===== src/rtl/uart_receiver.sv =====
// 8N1 UART receiver: 2-FF synchronised input, mid-bit sampling, glitch/framing/overrun detection.
// Byte appears HALF_BIT+9*BIT_TIME cycles after the start edge; a full holding register drops new bytes (o_overrun).
module uart_receiver #(
  parameter int BAUD_RATE  = 9600,
  parameter int CLOCK_FREQ = 50000000
) (
  input  logic       clk,
  input  logic       rst,
  input  logic       i_rx,
  input  logic       i_data_ready,
  output logic [7:0] o_data,
  output logic       o_data_valid,
  output logic       o_frame_err,
  output logic       o_overrun
);

  localparam int BIT_TIME = CLOCK_FREQ / BAUD_RATE;
  localparam int HALF_BIT = BIT_TIME / 2;
  localparam logic [15:0] BIT_LAST  = 16'(BIT_TIME - 1);
  localparam logic [15:0] HALF_LAST = 16'(HALF_BIT - 1);

  typedef enum logic [2:0] {
    IDLE,
    START,
    DATA,
    STOP,
    WAIT_IDLE
  } state_t;

  state_t      state, state_n;
  logic [15:0] cnt, cnt_n;
  logic [2:0]  idx, idx_n;
  logic [7:0]  shreg, shreg_n;
  logic [7:0]  data_n;
  logic        valid_n, frame_err_n, overrun_n;
  logic        rx_meta, rx_sync;

  // Line idles high, so the synchronizer resets to 1 to avoid a false start.
  always_ff @(posedge clk or posedge rst) begin
    if (rst) begin
      rx_meta <= 1'b1;
      rx_sync <= 1'b1;
    end else begin
      rx_meta <= i_rx;
      rx_sync <= rx_meta;
    end
  end

  always_ff @(posedge clk or posedge rst) begin
    if (rst) begin
      state        <= IDLE;
      cnt          <= '0;
      idx          <= '0;
      shreg        <= '0;
      o_data       <= '0;
      o_data_valid <= 1'b0;
      o_frame_err  <= 1'b0;
      o_overrun    <= 1'b0;
    end else begin
      state        <= state_n;
      cnt          <= cnt_n;
      idx          <= idx_n;
      shreg        <= shreg_n;
      o_data       <= data_n;
      o_data_valid <= valid_n;
      o_frame_err  <= frame_err_n;
      o_overrun    <= overrun_n;
    end
  end

  always_comb begin
    state_n     = state;
    cnt_n       = cnt;
    idx_n       = idx;
    shreg_n     = shreg;
    data_n      = o_data;
    valid_n     = o_data_valid & ~i_data_ready;
    frame_err_n = 1'b0;
    overrun_n   = 1'b0;
    case (state)
      IDLE: begin
        if (!rx_sync) begin
          state_n = START;
          cnt_n   = '0;
        end
      end
      START: begin
        if (cnt == HALF_LAST) begin
          cnt_n   = '0;
          idx_n   = '0;
          state_n = rx_sync ? IDLE : DATA;
        end else begin
          cnt_n = cnt + 16'd1;
        end
      end
      DATA: begin
        if (cnt == BIT_LAST) begin
          cnt_n   = '0;
          shreg_n = {rx_sync, shreg[7:1]};
          idx_n   = idx + 3'd1;
          if (idx == 3'd7) state_n = STOP;
        end else begin
          cnt_n = cnt + 16'd1;
        end
      end
      STOP: begin
        if (cnt == BIT_LAST) begin
          cnt_n = '0;
          if (!rx_sync) begin
            frame_err_n = 1'b1;
            state_n     = WAIT_IDLE;
          end else begin
            // Back to IDLE at mid-stop so an immediately following start bit is caught.
            state_n = IDLE;
            if (!o_data_valid || i_data_ready) begin
              data_n  = shreg;
              valid_n = 1'b1;
            end else begin
              overrun_n = 1'b1;
            end
          end
        end else begin
          cnt_n = cnt + 16'd1;
        end
      end
      WAIT_IDLE: begin
        if (rx_sync) state_n = IDLE;
      end
      default: state_n = IDLE;
    endcase
  end

endmodule


===== config.mk =====
export PLATFORM = sky130hd
export DESIGN_NAME = uart_receiver
export DESIGN_NICKNAME = d
export VERILOG_FILES = /design/src/rtl/uart_receiver.sv
export SDC_FILE = /design/constraint.sdc
export NUM_CORES = 1
export LEC_CHECK = 0
export CAP_MARGIN = 15
export CORE_ASPECT_RATIO = 1.4
export CORE_MARGIN = 4
export CORE_UTILIZATION = 30
export CTS_CLUSTER_DIAMETER = 30
export DETAILED_ROUTE_END_ITERATION = 8
export HOLD_SLACK_MARGIN = 0.1
export PLACE_DENSITY = 0.51
export SLEW_MARGIN = 30
export SYNTH_ARGS = -nofsm -noshare
export SYNTH_HDL_FRONTEND = slang
export SYNTH_SLANG_ARGS = --single-unit

===== constraint.sdc =====
create_clock -name clk -period 3 [get_ports clk]
set_input_delay 0.6 -clock clk [delete_from_list [all_inputs] [get_ports clk]]
set_output_delay 0.6 -clock clk [all_outputs]
set_load 0.02 [all_outputs]

==> results of run 1 <==
==> worst max-delay path, cell delays in order, from the launching register on <==
cell and delay [ps]:
dfrtp_1 410, ha_1 230, or4b_4 540, nor4_4 450
o22ai_1 370, a41oi_1 320, a31oi_1 60
==> per-layer routing <==
layer  vias up  part of all wire, %
met3         8                  2.8
met4         0                  1.7
met5         -                    0
met2        21                   52
met1       742                   43
li1        717                    -
==> logic make-up after synthesis <==
| logic type | share of synthesized area (%) |
|---|---|
| AOI/OAI and AO/OA | 12.3 |
| xor gates and xnor gates | 1.66 |
| adders and majority gates | 1.78 |
| buffers and inverters | 3.08 |
| DFF | 51.0 |
| muxes | 8.52 |
| and+or+nand+nor | 21.7 |
==> power groups by stage <==
stage	combinational [W]	clock (W)	sequential [W]
6_report	0.0000159	0.000470	0.000583
3_5_place_dp	0.0000173	0	0.000595
2_1_floorplan	0.00000940	0	0.000594
3_3_place_gp	0.0000173	0	0.000595
4_1_cts	0.0000173	0.000482	0.000583
5_1_grt	0.0000190	0.000517	0.000584
==> area by class of cell <==
class                           count  area (sq um)  area share, %
Clock buffer                        6          82.6           3.39
Multi-Input combinational cell    135           971           39.8
Tap cell                           92           115           4.72
Clock inverter                      2          35.0           1.44
Inverter                            4          16.3          0.667
Sequential cell                    43          1080           44.2
Timing Repair Buffer               14           140           5.75
==> sequential cells by signal, indices dropped and copies added, names as in the netlist <==
signal,flops
o_data,8
state,3
o_overrun,1
rx_meta,1
cnt,16
rx_sync,1
o_data_valid,1
shreg,8
o_frame_err,1
idx,3
==> stage by stage <==
| step | power (W) | setup WS, ps | instances |
|---|---|---|---|
| 2_1_floorplan | 0.000604 | 826 | 188 |
| 6_report | 0.00107 | 496 | 296 |
| 3_3_place_gp | 0.000612 | 528 | 288 |
| 3_5_place_dp | 0.000612 | 492 | 288 |
| 4_1_cts | 0.00108 | 470 | 296 |
| 5_1_grt | 0.00112 | 310 | 296 |
==> cells in the final DEF (no fill, tap or decap), types with 4 or more instances in the layout <==
master / instances
a21o_1: 4
a21oi_1: 8
and3_1: 5
clkbuf_8: 6
clkdlybuf4s50_1: 14
dfrtp_1: 41
mux2_2: 16
nand2_1: 20
nand3_1: 4
nor2_1: 9
nor3_1: 4
nor3b_1: 4
o21ai_0: 9
==> worst paths after layout <==
| check | startpoint | to | slack (ps) | cells past startpoint |
|---|---|---|---|---|
| max | cnt[0]$_DFFE_PP0P_ | cnt[5]$_DFFE_PP0P_ | 500 | 6 |
| min | rx_meta$_DFF_PP1_ | rx_sync$_DFF_PP1_ | 360 | 0 |
| max reg2reg | cnt[0]$_DFFE_PP0P_ | cnt[5]$_DFFE_PP0P_ | 500 | 6 |
| min reg2reg | rx_meta$_DFF_PP1_ | rx_sync$_DFF_PP1_ | 360 | 0 |
| max in group asynchronous | rst | cnt[10]$_DFFE_PP0P_ | 1820 | 2 |
| min in group asynchronous | rst | cnt[12]$_DFFE_PP0P_ | 720 | 2 |
==> metrics.csv, run 1 <==
metric;value;unit
Static Leak;1.11;nW
CP Capture Type;register;
area share of the leading cell type in the synthesized netlist;48.5;%
Tot GR Track Use;10.3;%
row count;35;
outcome;finished clean;
DRC Markers;0;
GR Util met1;12.7;%
fillers;683;
sw frac;20.0;%
Power Density;439;mW/mm^2
most numerous cell in the Yosys netlist;dfrtp_1;
root buf cell;clkbuf_8;
M2 GR Usage;17.9;%
Max Cap Viol;0;
DP Wirelength;2900;microns
RSZ-0062 raised after global routing;no;
Unique masters post-synth;52;
Top Usage Layer GRT;met2;
ys flop type;dfrtp_1;
Ys Warns;0;
Die X;79.0;microns
mapped cell area;0.00211;sq mm
CTS H-tree lvls;2;
Clock Power Share;44.0;%
cts repair resizes;0;
area grow syn2layout;15.3;%
fin. max-slew vios;0;
Setup Buffers After CTS;0;
layout cell share with drive strength beyond 1;21.1;%
slew of the pin with the lowest slew margin;902;ps
kind of critical path;reg2reg;
fmax;399;MHz
CTS Sinks;43;
EDFF count, synth;0;
register area share after synthesis;51.0;%
I/O pins;15;
gr ovfl total;0;
clock slew at the register clock pins of the worst setup and hold paths;80;ps
final instance area;0.00244;sq mm
vias per inst;5.03;
top post-synthesis cells by area;dfrtp_1, mux2_2, nand2_1, dfstp_2, o21ai_0;
Fin. Hold Viols;0;
GP Congestion;0.799;
initial antenna violation count;0;
# nets final;210;
worst vdd ir;262;uV
antenna fix cells;0;
Yosys top cell by area;dfrtp_1;
Pre-antenna DRT Iters;4;
CTS tree;done;
Switch Pwr;0.000214;W
Comb power frac;1.5;%
post-DR wirelength/cell;14.2;microns
slew margin rel.;39.9;%
synthesized instance count;188;
Worst EP required;3160;ps
hold_buf cts;0;
met3 Use GR;2.09;%
DP Area;0.00232;sq mm
wirelength, routed;4210;microns
worst skew pair latency;290;ps
final core occ;36.4;%
DR vias;1488;
ys async rst share;100;%
Pint;0.000855;W
Core Box Area;0.00670;sq mm
Critical Path Start Type;register;
period utilization;83.5;%
DR iter-0 viols;67;
top cells by count, synth;dfrtp_1, nand2_1, mux2_2;
vias in the first global route;1395;
first-pass GRT wire length;6990;microns
Syn Area/Cell;11.2;sq um
Final setup viols;0;
sum of negative setup slack;0;ps
Hold WS;364;ps
Synth Net Count;195;
Die Area;0.00847;sq mm
antenna-violating nets left;0;
worst hold path class;reg2reg;
IO buf count;14;
Tmin final;2500;ps
pin count of the biggest net entering global routing;44;
die extent in y;107;microns
crit path DAT;2660;ps
Inserted Clock Buffers;5;
Clock Path Buffers;2;
CP Max Fanout;11;
Seq cells post-synth;43;
Starting Density;31.6;%
share of power burned in registers;54.5;%
skew final;4.16;ps
Note: power is estimated with default switching activity, not from simulation.
==> inputs of run 2 (changes only) <==
--- a/config.mk
+++ b/config.mk
@@ -12,7 +12,7 @@
 export CTS_CLUSTER_DIAMETER = 30
 export DETAILED_ROUTE_END_ITERATION = 8
 export HOLD_SLACK_MARGIN = 0.1
-export PLACE_DENSITY = 0.51
+export PLACE_DENSITY = 0.53
 export SLEW_MARGIN = 30
 export SYNTH_ARGS = -nofsm -noshare
 export SYNTH_HDL_FRONTEND = slang
==> constraint.sdc (replaced) <==
create_clock -name clk -period 2.1 [get_ports clk]
set_input_delay 0.42 -clock clk [delete_from_list [all_inputs] [get_ports clk]]
set_output_delay 0.42 -clock clk [all_outputs]
set_load 0.02 [all_outputs]
==> run 2 against run 1 <==
Effect of this change: power grew 30%; non-clock buffer count grew 35; largest cell class unchanged; highest routed layer unchanged; clock skew increased by 2.0 ps; critical endpoint is now cnt[6]$_DFFE_PP0P_.
==> metrics.csv, run 2 (synthesis results as in run 1) <==
metric;value;unit
Worst path top cell family by delay;simple AND/OR/NAND/NOR gates;
fmax;481;MHz
clock slew at the register clock pins of the worst setup and hold paths;80;ps
CTS tree;done;
Static Leak;1.33;nW
critical register-to-register path startpoint;cnt[15]$_DFFE_PP0P_;
RSZ-0062 raised after global routing;yes;
worst hold path class;in2async;
slew of the pin with the lowest slew margin;398;ps
CP bufs+invs;1;
antenna fix cells;0;
Max Cap Viol;0;
root buf cell;clkbuf_8;
internal reg-to-reg setup slack;20;ps
R2R Path End;cnt[6]$_DFFE_PP0P_;
Inserted Clock Buffers;5;
worst vdd ir;242;uV
worst skew pair latency;290;ps
Fin. Hold Viols;0;
crit path DAT;2260;ps
pin count of the biggest net entering global routing;28;
commonest non-fill, non-tap cells in the layout;dfrtp_1, buf_4, nand2_1;
gr ovfl total;0;
fin. max-slew vios;0;
vias in the first global route;1494;
Die X;79.0;microns
DR vias;1645;
IO buf count;14;
row count;35;
DP Wirelength;3330;microns
Reg with most FFs;cnt;
Critical Path Start Type;register;
Die Area;0.00847;sq mm
post-DR wirelength/cell;13.8;microns
top flop regs;cnt: 16 flops, o_data: 8 flops, shreg: 8 flops;
post-route insts no fill;332;
CP cell instances;buf_6 > or4_4 > nor4_4 > o22a_4 > o21ai_2 > a22o_1;
Pre-antenna DRT Iters;4;
I/O pins;15;
vias per inst;4.95;
Clock Path Buffers;2;
CP Max Fanout;11;
# nets final;246;
Worst path slowest cell;or4_4;
Total Power;0.00139;W
DRC Markers;0;
wirelength, routed;4580;microns
Core Box Area;0.00670;sq mm
CTS Sinks;43;
outcome;finished clean;
CP Capture Type;register;
CTS H-tree lvls;2;
antenna-violating nets left;0;
area grow syn2layout;32.1;%
Power Density;499;mW/mm^2
GP Congestion;0.812;
Final setup viols;0;
kind of critical path;reg2reg;
Worst EP required;2280;ps
Tmin final;2080;ps
max reg flops;16;
layout cell share with drive strength beyond 1;36.7;%
DR iter-0 viols;62;
first-pass GRT wire length;7130;microns
period utilization;99.1;%
commonest non-fill, non-tap cell in the layout;dfrtp_1;
max incr delay on CP;490;ps
Placed Instances;316;
slew margin rel.;73.4;%
R2R cell count;6;
skew final;6.16;ps
die extent in y;107;microns
Starting Density;31.6;%
Tot GR Track Use;10.8;%
initial antenna violation count;0;
-- run 2: worst max-delay path by stage --
stage / start / to / slack (ps) / cells after the start
after floorplan: cnt[0]$_DFFE_PP0P_ / cnt[2]$_DFFE_PP0P_ / 60 / 7
after global placement: cnt[14]$_DFFE_PP0P_ / cnt[15]$_DFFE_PP0P_ / 4 / 6
after detailed placement: cnt[14]$_DFFE_PP0P_ / cnt[7]$_DFFE_PP0P_ / -3 / 7
after CTS: cnt[14]$_DFFE_PP0P_ / cnt[5]$_DFFE_PP0P_ / -20 / 6
after global routing: cnt[0]$_DFFE_PP0P_ / o_data[5]$_DFFE_PP0P_ / -50 / 6
final: cnt[15]$_DFFE_PP0P_ / cnt[6]$_DFFE_PP0P_ / 20 / 6
-- run 2: layer usage --
metal | share of wire, % | wire (microns) | track usage, % | vias up
met3 | 2.9 | 132 | 2.60 | 8
met5 | 0 | 0 | 0 | -
met1 | 42 | 1930 | 12.5 | 817
met4 | 1.9 | 89 | 3.69 | 0
li1 | - | - | - | 794
met2 | 53 | 2420 | 19.3 | 26
-- run 2: worst register-to-register path, cell delays in order (launching register included) --
cell and delay, ps:
dfrtp_1 390, buf_6 120, or4_4 490, nor4_4 380
o22a_4 290, o21ai_2 80, a22o_1 230
-- run 2: what timing repair did --
action | in CTS | in global routing
resized for setup | 0 | 15
setup endpoints to repair | 5 | 27
hold buffers | 0 | 0
buffers inserted | 1 | 6
pin swaps | 1 | 3
gates cloned | 0 | 1
-- run 2: stage by stage --
| stage | setup WS, ps | util, % | TNS, ps | area [sq um] | hold slack (ps) |
|---|---|---|---|---|---|
| after floorplan | 60.1 | - | 0 | 2130 | 345 |
| after global placement | 3.57 | 38.2 | 0 | 2560 | 346 |
| after detailed placement | -3.11 | 38.2 | -3.11 | 2560 | 347 |
| after CTS | -19.0 | 39.6 | -32.0 | 2660 | 289 |
| after global routing | -50.0 | 41.7 | -495 | 2790 | 293 |
| final | 18.9 | 41.7 | 0 | 2790 | 293 |
-- run 2: final cells by class --
cell class / count / area (sq um)
repair buffers: 49 / 423
fillers: 662 / 3910
clock inverters: 1 / 5.00
inverters: 4 / 15.0
well taps: 92 / 115
clock buffers: 7 / 86.3
multi-input cells: 136 / 1070
flip-flops and latches: 43 / 1080
-- run 2: power by group --
part | leakage (nW) | switching (W) | internal, W | total, W
clock | 0.0482 | 0.000269 | 0.000265 | 0.000535
sequential | 0.579 | 0.00000231 | 0.000831 | 0.000833
combinational | 0.705 | 0.0000176 | 0.00000834 | 0.0000259
==> edit 1, RTL diff (flow settings as in run 2) <==
Take the reset off `shreg` and load it in a clocked block of its own.
--- a/src/rtl/uart_receiver.sv
+++ b/src/rtl/uart_receiver.sv
@@ -53,3 +53,2 @@
       idx          <= '0;
-      shreg        <= '0;
       o_data       <= '0;
@@ -62,3 +61,2 @@
       idx          <= idx_n;
-      shreg        <= shreg_n;
       o_data       <= data_n;
@@ -68,2 +66,6 @@
     end
+  end
+
+  always_ff @(posedge clk) begin
+    shreg <= shreg_n;
   end
Check against the original RTL: same outputs for any inputs over 10 cycles, from zero or initial values and one cycle with rst high; that may be too few to reach the edited logic, so the function may still have changed.
==> edit 1 against run 2 <==
- via count grew 15%
- die area up 5.8%
- wire length increased by 25%
- power grew 2.2%
- sequential cell count unchanged
- setup slack improved by 98 ps
- synthesized area grew 6.3%
- first-iteration DRC count is 63% higher
- final area increased by 0.67%
- critical path depth shrank 1
- clock skew increased by 4.2 ps
==> edit 1: results (changes against run 2) <==
* Global-route wire length before repair at 9550 microns (+34%)
* Final net count at 267 (+8.5%)
* Critical path fanouts, max at 9 (-2)
* Syn_nets at 226 (+16%)
* CP delay by family, top: compound AO/OA/AOI/OAI gates
* Asr flop ratio synth at 0.814 (-0.186)
* Vias per std cell at 5.27 (+6.3%)
* Reg2reg end: cnt[7]$_DFFE_PP0P_
* Total GRT Usage at 0.136 (+0.0279)
* Tot Pwr at 1.42 mW (+2.2%)
* Peak VDD IR at 0.000235 V (-2.8%)
* Min Tclk post-route at 1980 ps (-97.6 ps)
* DRT met1 WL at 2410 microns (+24%)
* Worst Setup SP: cnt[5]$_DFFE_PP0P_
* Final Non-Filler Cells at 358 (+7.8%)
* WP data arrival at 2160 ps (-100 ps)
* Synth cell types at 45 (-13%)
* Slew Limit Headroom at 0.649 (-0.0854)
* Leakage power at 1.15 nW (-14%)
* P_int at 1.10 mW (-0.81%)
* Dpl cell area at 2700 sq um (+5.5%)
* Placer Congestion at 0.760 (-6.4%)
* Grt met2 use at 0.236 (+0.0427)
* Status: complete, no violations
* Largest net degree at the start of global routing at 36 (+29%)
* Final WL at 5700 microns (+25%)
* Dpl cells at 349 (+10%)
* Slowest CP cell: dfrtp_1
* Commonest cells in the netlist: dfrtp_1 (33), nand2_1 (19), o21ai_0 (19), nor2_1 (14), nand3_1 (11)
* Worst hold slack at 358 ps (+65.7 ps)
* DP Wirelength at 4220 microns (+27%)
==> edit 1: changes by cell type after synthesis, moves of 6 or more <==
| cell | change |
|---|---|
| dfrtp_1 | -8 |
| edfxtp_1 | +8 |
| o221ai_1 | +6 |
| mux2_2 | -8 |
| o21ai_0 | +10 |
| nand3_1 | +7 |
| clkbuf_1 | +7 |
==> edit 1: layout make-up <==
type,count,area [sq um],share of cell area
clock buffers,5,68.8,0.0245
clock inverters,3,23.8,0.00845
inverters,9,33.8,0.0120
multi-input cells,154,1060,0.376
flip-flops and latches,43,1120,0.398
well taps,97,121,0.0431
repair buffers,47,388,0.138
==> edit 1: logic make-up (layout without fill, tap and decap cells) <==
family / count (synthesis) / after routing / share of synthesized area
multiplexers: 10 / 10 / 0.0490
buffers and inverters: 22 / 64 / 0.0406
flip-flops: 43 / 43 / 0.497
AND/OR/NAND/NOR: 91 / 91 / 0.244
adder cells (fa/ha/maj): 3 / 3 / 0.0167
AO/OA/AOI/OAI: 50 / 50 / 0.152
==> edit 2, RTL diff (flow settings as in run 2) <==
Made on the original files. `BAUD_RATE`: 9600 -> 7200.
--- a/src/rtl/uart_receiver.sv
+++ b/src/rtl/uart_receiver.sv
@@ -3,3 +3,3 @@
 module uart_receiver #(
-  parameter int BAUD_RATE  = 9600,
+  parameter int BAUD_RATE  = 7200,
   parameter int CLOCK_FREQ = 50000000
Behaviour: same outputs for any inputs over 10 cycles, from zero or initial values and one cycle with rst high; that may be too few to reach the edited logic, so the function may still have changed.
==> edit 2 against run 2 <==
- the flow now finishes with violations (setup timing)
- power fell by 1.1%
- synthesized area down 2.0%
- global-route usage is 0.66 points higher
- sequential cell count stayed put
- setup slack got worse by 130 ps
- final area is 3.3% higher
- first-iteration DRC count is 13% lower
- cell count increased by 0.90%
- fmax is 6.0% lower
- wire length fell by 2.7%
- critical path type unchanged
==> edit 2: results (changes against run 2) <==
* Net Sw Power at 306 uW (+5.9%)
* Seq/Total Area, Yosys at 0.521 (+0.0105)
* Total GRT Usage at 0.115 (+0.00663)
* Met3 global-route usage at 0.0254 (-0.000539)
* Placer Congestion at 0.743 (-8.4%)
* Area contributors post-synth: dfrtp_1 (50%), mux2_2 (9.2%), nand2_1 (2.7%)
* Critical path fanouts, max at 4 (-7)
* Syn_area_per_cell at 11.1 sq um (-0.96%)
* Slowest stage delay, CP at 550 ps (+60 ps)
* Slowest CP cell: or4bb_1
* Setup WS post-layout at -114 ps (-133 ps)
* WL per Instance at 13.3 microns (-3.6%)
* Maximum clock rate at 452 MHz (-6.0%)
* Final net count at 249 (+1.2%)
* Post-layout util at 0.434 (+0.0167)
* Met1 usage in global routing at 0.132 (+0.00715)
* Dpl cell area at 2580 sq um (+1.1%)
* Largest net degree at the start of global routing at 25 (-11%)
* DP Wirelength at 3040 microns (-8.5%)
* Setup violators final at 23 (+23)
* Synth cell types at 46 (-12%)
* Metal3 WL at 127 microns (-3.8%)
* Vias per std cell at 4.83 (-2.6%)
* Worst Setup SP: cnt[7]$_DFFE_PP0P_
* Status: finished, violations left
* Setup TNS at -1540 ps (-1540 ps)
* Number of global-route vias before repair at 1616 (+8.2%)
* Least-Margin Pin Slew at 401 ps (+2.86 ps)
* Final Non-Filler Cells at 335 (+0.90%)
* Syn_nets at 193 (-1.0%)
* Dpl cells at 319 (+0.95%)
* Post-CTS setup buffers at 7 (+6)
* Proportion of layout cells with a drive suffix above 1 at 0.383 (+0.0160)
* Commonest cells in the netlist: dfrtp_1 (41), mux2_2 (17), nand2_1 (15), nor2_1 (11), o21ai_0 (10)
* Worst clock skew at 8.96 ps (+2.80 ps)
* Metal2 WL at 2380 microns (-1.7%)
* Peak VDD IR at 0.000232 V (-4.0%)
* Violated checks: setup timing
* FILL cells at 685 (+3.5%)
* Global-route wire length before repair at 7560 microns (+5.9%)
[edit 2: changes by cell type in the layout (fill, tap and decap cells not counted), sizes merged, moves of 3 or more]
cell   delta
nand2     -5
nand3     +5
mux2i     +3
nor3b     -3
nand4     +3
buf       +8
and3      -3
[edit 2: critical path: cells and delay by family (launching register included)]
kind	cells	cell delay [ps]
AND/OR/NAND/NOR	4	1290
flip-flops	1	380
multiplexers	1	290
buffers and inverters	1	140
[edit 2: layout make-up]
type,instances,area share
clock buffer,6,0.0251
inverter,5,0.00650
timing repair buffer,57,0.178
sequential,43,0.374
multi-input combinational,130,0.373
clock inverter,2,0.00433
tap,92,0.0399
[edit 2: path summary, 6_finish.rpt]
check	end	slack, ps	cells after the start
min	rx_sync$_DFF_PP1_	360	0
max in group asynchronous	rx_meta$_DFF_PP1_	1330	3
max reg2reg	o_data[7]$_DFFE_PP0P_	-110	6
min in group asynchronous	o_data[7]$_DFFE_PP0P_	450	3
max	o_data[7]$_DFFE_PP0P_	-110	6
min reg2reg	rx_sync$_DFF_PP1_	360	0
[edit 2: power by group through the flow]
stage	Combinational, mW	Clock (mW)	Sequential (mW)
after CTS	0.0277	0.539	0.833
after detailed placement	0.0275	0	0.849
final	0.0267	0.519	0.833
after global routing	0.0309	0.571	0.833
after floorplan	0.0140	0	0.848
after global placement	0.0275	0	0.849
[edit 2: kinds of logic (layout without fill, tap and decap cells)]
| family | Yosys count | in the layout | synth area share |
|---|---|---|---|
| XOR/XNOR | 4 | 4 | 0.0169 |
| flip-flops | 43 | 43 | 0.521 |
| AO/OA/AOI/OAI | 33 | 33 | 0.0990 |
| adder cells (fa/ha/maj) | 3 | 3 | 0.0181 |
| buffers and inverters | 13 | 70 | 0.0320 |
| multiplexers | 20 | 20 | 0.113 |
| AND/OR/NAND/NOR | 70 | 70 | 0.200 |
